File: config.mk
export PLATFORM = sky130hd
export DESIGN_NAME = clock_rtc
export DESIGN_NICKNAME = d
export VERILOG_FILES = /design/src/rtl/clock_pkg.sv /design/src/rtl/clock_bin2bcd.sv /design/src/rtl/clock_rtc.sv
export SDC_FILE = /design/constraint.sdc
export NUM_CORES = 1
export LEC_CHECK = 0
export CORE_MARGIN = 2
export CORE_UTILIZATION = 46
export DETAILED_ROUTE_END_ITERATION = 12
export GPL_TIMING_DRIVEN = 0
export PLACE_DENSITY_LB_ADDON = 0.05
export RECOVER_POWER = 100
export SETUP_SLACK_MARGIN = 0.1
export SYNTH_ARGS = -nofsm -noshare
export SYNTH_HDL_FRONTEND = slang
export SYNTH_HIERARCHICAL = 1
export SYNTH_SLANG_ARGS = --single-unit
File: constraint.sdc
create_clock -name clk -period 2.39 [get_ports clk]
set_input_delay 0.3585 -clock clk [delete_from_list [all_inputs] [get_ports clk]]
set_output_delay 0.3585 -clock clk [all_outputs]
set_load 0.05 [all_outputs]
File: src/rtl/clock_pkg.sv
// Shared constants, output-format enum and hour conversion for the RTC core.
package clock_pkg;

  localparam int SEC_MAX    = 59;
  localparam int MIN_MAX    = 59;
  localparam int HOUR24_MAX = 23;
  localparam int HOUR12_MAX = 12;

  typedef enum logic {
    FMT_BIN,
    FMT_BCD
  } clk_fmt_e;

  // Map a 24-hour value (0..23) onto the 12-hour dial (1..12); midnight reads 12.
  function automatic logic [7:0] to_hour12(input logic [7:0] h24);
    logic [7:0] h12;
    if (h24 == 8'd0) begin
      h12 = 8'(HOUR12_MAX);
    end else if (h24 > 8'(HOUR12_MAX)) begin
      h12 = h24 - 8'(HOUR12_MAX);
    end else begin
      h12 = h24;
    end
    return h12;
  endfunction

endpackage

File: src/rtl/clock_bin2bcd.sv
// Combinational 0..99 binary to packed two-digit BCD (tens in [7:4], units in [3:0]).
module clock_bin2bcd
  import clock_pkg::*;
(
  input  logic [7:0] bin,
  output logic [7:0] bcd
);

  // Split the value into decimal digits; inputs above 99 are outside the intended range.
  always_comb begin
    bcd = {4'(bin / 8'd10), 4'(bin % 8'd10)};
  end

endmodule

File: src/rtl/clock_rtc.sv
// Real-time clock core: prescaled seconds counter, 24-hour binary state,
// 12/24-hour display, optional BCD output, validated load and minute alarm.
module clock_rtc
  import clock_pkg::*;
#(
  parameter int unsigned TICK_DIV = 1,
  parameter int unsigned BCD      = 0,
  parameter int unsigned RESET_HH = 6
) (
  input  logic       clk,
  input  logic       reset_n,
  input  logic       ena,
  input  logic       mode24,
  input  logic       load_en,
  input  logic [7:0] load_hh,
  input  logic [7:0] load_mm,
  input  logic [7:0] load_ss,
  input  logic       alarm_en,
  input  logic [7:0] alarm_hh,
  input  logic [7:0] alarm_mm,
  output logic [7:0] hh,
  output logic [7:0] mm,
  output logic [7:0] ss,
  output logic       pm,
  output logic       sec_tick,
  output logic       alarm,
  output logic       load_err
);

  localparam int unsigned PRE_W = (TICK_DIV > 1) ? $clog2(TICK_DIV) : 1;
  localparam logic [PRE_W-1:0] PRE_LAST = PRE_W'(TICK_DIV - 1);
  localparam clk_fmt_e OUT_FMT = (BCD != 0) ? FMT_BCD : FMT_BIN;

  logic [PRE_W-1:0] pre_q;
  logic [4:0]       h_q;
  logic [5:0]       m_q;
  logic [5:0]       s_q;

  logic [4:0] h_nxt;
  logic [5:0] m_nxt;
  logic [5:0] s_nxt;

  logic tick;
  logic load_ok;
  logic load_bad;
  logic alarm_valid;
  logic alarm_hit;

  logic [7:0] hh_bin;
  logic [7:0] mm_bin;
  logic [7:0] ss_bin;

  assign tick     = ena && (pre_q == PRE_LAST);
  assign load_ok  = load_en
                 && (load_hh <= 8'(HOUR24_MAX))
                 && (load_mm <= 8'(MIN_MAX))
                 && (load_ss <= 8'(SEC_MAX));
  assign load_bad = load_en && !load_ok;

  // Time one second ahead of the current state, with minute/hour/day rollover.
  always_comb begin
    s_nxt = s_q;
    m_nxt = m_q;
    h_nxt = h_q;
    if (s_q == 6'(SEC_MAX)) begin
      s_nxt = '0;
      if (m_q == 6'(MIN_MAX)) begin
        m_nxt = '0;
        if (h_q == 5'(HOUR24_MAX)) begin
          h_nxt = '0;
        end else begin
          h_nxt = h_q + 5'd1;
        end
      end else begin
        m_nxt = m_q + 6'd1;
      end
    end else begin
      s_nxt = s_q + 6'd1;
    end
  end

  // The alarm matches only the exact HH:MM:00 instant reached by a tick; bad alarm values never match.
  assign alarm_valid = (alarm_hh <= 8'(HOUR24_MAX)) && (alarm_mm <= 8'(MIN_MAX));
  assign alarm_hit   = alarm_en && alarm_valid
                    && (alarm_hh == {3'b000, h_nxt})
                    && (alarm_mm == {2'b00, m_nxt})
                    && (s_nxt == 6'd0);

  // Prescaler, time state and event strobes; a valid load overrides any tick in the same cycle.
  always_ff @(posedge clk or negedge reset_n) begin
    if (!reset_n) begin
      pre_q    <= '0;
      h_q      <= 5'(RESET_HH);
      m_q      <= '0;
      s_q      <= '0;
      sec_tick <= 1'b0;
      alarm    <= 1'b0;
      load_err <= 1'b0;
    end else begin
      sec_tick <= 1'b0;
      alarm    <= 1'b0;
      load_err <= load_bad;
      if (load_ok) begin
        h_q   <= load_hh[4:0];
        m_q   <= load_mm[5:0];
        s_q   <= load_ss[5:0];
        pre_q <= '0;
      end else begin
        if (ena) begin
          pre_q <= tick ? '0 : pre_q + PRE_W'(1);
        end
        if (tick) begin
          h_q      <= h_nxt;
          m_q      <= m_nxt;
          s_q      <= s_nxt;
          sec_tick <= 1'b1;
          alarm    <= alarm_hit;
        end
      end
    end
  end

  assign hh_bin = mode24 ? 8'(h_q) : to_hour12(8'(h_q));
  assign mm_bin = 8'(m_q);
  assign ss_bin = 8'(s_q);
  assign pm     = (h_q >= 5'(HOUR12_MAX));

  generate
    if (OUT_FMT == FMT_BCD) begin : g_bcd
      clock_bin2bcd u_hh (.bin(hh_bin), .bcd(hh));
      clock_bin2bcd u_mm (.bin(mm_bin), .bcd(mm));
      clock_bin2bcd u_ss (.bin(ss_bin), .bcd(ss));
    end else begin : g_bin
      assign hh = hh_bin;
      assign mm = mm_bin;
      assign ss = ss_bin;
    end
  endgenerate

endmodule

==> flow_summary.ini <==
[critical_path]
r2r_cells = 8
crit_type = reg2out
worstPathRequired_ns = 2.03
endpoint_kind = primary output
cp_max_fo = 5
cp-start-kind = register
cp.arrival_ns = 1.96

[sta]
finalSetupViolCount = 0
period_share_pct = 96.9
fmax_ghz = 0.432
slew_viol_final = 0
clock_skew_ns = 0.0123
worstMarginPinSlew_ns = 1.09
hold_viol_final = 0
layout_setup_ws_ns = 0.0730
fin_setup_tns_ns = 0
slew_headroom_pct = 27.3
holdWs_ns = 0.567
min_period_ns = 2.32
rsz0062_at_grt = true

[synthesis]
ys.warnings.count = 6
synth-edff-count = 0
synthArstFlopShare_pct = 100
syn_inst = 274
syn_avg_cell_area_um2 = 7.70
synth_seq_cells = 21
syn_area_mm2 = 0.00211
synth_cell_type_count = 60
synth_ff_type = dfrtp_1
ys_seq_area_share_pct = 25.0

[global_route]
antenna_found_initial = 0
grt_first_pass_wirelength_mm = 10.6
grt-ovfl-total = 0
grt_pass1_vias = 2242
grt_use_total_pct = 26.2
grt_start_max_net_pins = 22

[place]
dp_hpwl_mm = 4.92
place_congestion = 0.946
io_buffers = 69
dp_slack_ns = -0.360

[cells_and_area]
layout_common_cells = 44 x clkdlybuf4s50_1, 29 x nor2_1, 26 x nand2_1, 24 x a21oi_1, 17 x buf_4
fill_cells = 380
fin_nets = 415
drive_gt1_share_pct = 23.1
antenna_cells = 0
syn2layout_area_growth_pct = 49.3
final_core_util_pct = 71.8
final_common_cell = clkdlybuf4s50_1

[power]
p_per_area_mw_per_mm2 = 649
power.share.clock_pct = 12.2
switching_power_uw = 992
max-vdd-ir-drop_uv = 578
swShare_pct = 48.6
total_leakage_power_nw = 1.28
power_mw = 2.04
p_int_mw = 1.05
p_comb_share_pct = 61.9
seqPwrFrac_pct = 25.9

[die]
core_mm2 = 0.00438
num_io_pins = 74
start_util_pct = 48.1
std_cell_rows = 24
die_x_um = 71.7
die-area_mm2 = 0.00514
die_h_um = 71.7

[worst_hold_path]
hold_class = reg2reg
holdPathStages = 1

[detailed_routing]
wl_per_cell_um = 16.2
drtIter0Drc = 191
final_antenna_net_count = 0
num_vias = 2406
drt_first_pass_iters = 4
wl_mm = 6.66
drc = 0
routed_via_density = 5.84

[clock_network]
clockRootBuffer = clkbuf_8
cts.sinks = 21
cts_tree = built
clk_latency_ns = 0.27
clk_pin_slew_ns = 0.09
cts_buffers = 3
htree_levels = 1
hold_buffers = 0
clock_path_buffers = 2

[outcome]
status = finished clean

[job]
maxCapViolations = 0
worst max-delay path, stage by stage (launching register included):
cell,delay (ns)
dfstp_2,0.63
inv_4,0.06
ha_4,0.15
nand2b_4,0.13
a21o_4,0.22
a211oi_4,0.19
buf_4,0.16
buf_8,0.13
final timing paths:
kind | from | endpoint | slack (ns)
worst max-delay path | h_q[1] | hh[7] | 0.07
worst min-delay path | pre_q | pre_q | 0.57
worst max register to register | m_q[0] | alarm | 0.12
worst min register to register | pre_q | pre_q | 0.57
max in group asynchronous | reset_n | s_q[0] | 0.92
min in group asynchronous | reset_n | alarm | 0.73
logic make-up after synthesis:
family          after synthesis  share of synthesized area (%)
flops                        21                           25.0
xor+xnor                      6                           2.49
compound gates               71                           23.1
fa+ha+maj                     8                           4.75
buf+inv                      34                           9.25
mux                           6                           2.91
simple gates                127                           32.3
other cells                   1                          0.178
registers in the layout (all words and copies together), names as in the netlist:
signal    cells
load_err      1
alarm         1
m_q           6
h_q           5
sec_tick      1
s_q           6
pre_q         1
power groups by stage:
stage | Sequential [mW] | Combinational (mW) | Clock (mW)
finish | 0.529 | 1.26 | 0.249
global route | 0.541 | 1.35 | 0.272
global placement | 0.537 | 1.19 | 0
CTS | 0.538 | 1.22 | 0.255
detailed placement | 0.541 | 1.20 | 0
floorplan | 0.753 | 0.602 | 0
area by class of cell:
type | instances | area (um^2) | area share, %
Clock inverter | 1 | 5.00 | 0.159
Inverter | 11 | 43.8 | 1.39
Buffer | 23 | 154 | 4.89
Tap cell | 52 | 65.1 | 2.07
Timing Repair Buffer | 79 | 774 | 24.6
Multi-Input combinational cell | 222 | 1530 | 48.4
Sequential cell | 21 | 541 | 17.2
Clock buffer | 3 | 41.3 | 1.31
per-layer routing:
layer	up-vias	GRT usage (%)	wire [um]
met5	-	0	0
met4	0	6.71	74
met3	7	3.52	574
met2	102	43.5	3060
met1	1122	36.1	2950
li1	1175	-	-
stage by stage:
| step | instances | area (um^2) |
|---|---|---|
| 6_report | 412 | 3150 |
| 5_1_grt | 412 | 3150 |
| 4_1_cts | 405 | 3050 |
| 3_5_place_dp | 398 | 2900 |
| 3_3_place_gp | 398 | 2900 |
| 2_1_floorplan | 277 | 2140 |
Yosys cell counts (2+ instances only):
cell type,number,area [um^2]
a311oi_1,2,17.5
dfrtp_1,19,475
nand4_1,5,31.3
or3_1,3,18.8
nor3_1,15,75.1
nand2_1,26,97.6
and3_1,2,12.5
buf_2,3,15.0
xor2_1,2,17.5
nor4bb_1,2,20.0
dfstp_2,2,52.6
a32oi_1,2,17.5
nand2b_1,9,56.3
and4_2,2,20.0
or3_2,3,22.5
and2_1,2,12.5
mux2i_1,5,50.1
or2_2,2,12.5
inv_1,11,41.3
ha_1,8,100
o2111ai_1,3,26.3
a31oi_1,7,43.8
a21o_2,2,17.5
nor4b_1,2,17.5
a21oi_1,24,120
buf_6,5,56.3
o21a_1,2,15.0
o21ai_0,8,40.0
o22ai_1,2,12.5
nor2_1,30,113
nor2b_1,3,18.8
a21o_1,3,22.5
buf_4,7,52.6
clkbuf_1,7,26.3
xnor2_1,4,35.0
nor4_1,6,37.5
nand3_1,11,55.1
timing repair:
item | CTS | global route
setup buffers | 3 | 7
endpoints found under the setup margin | 13 | 26
gates resized for setup | 62 | 21
pin swaps | 4 | 6
Note: power is estimated with default switching activity, not from simulation.
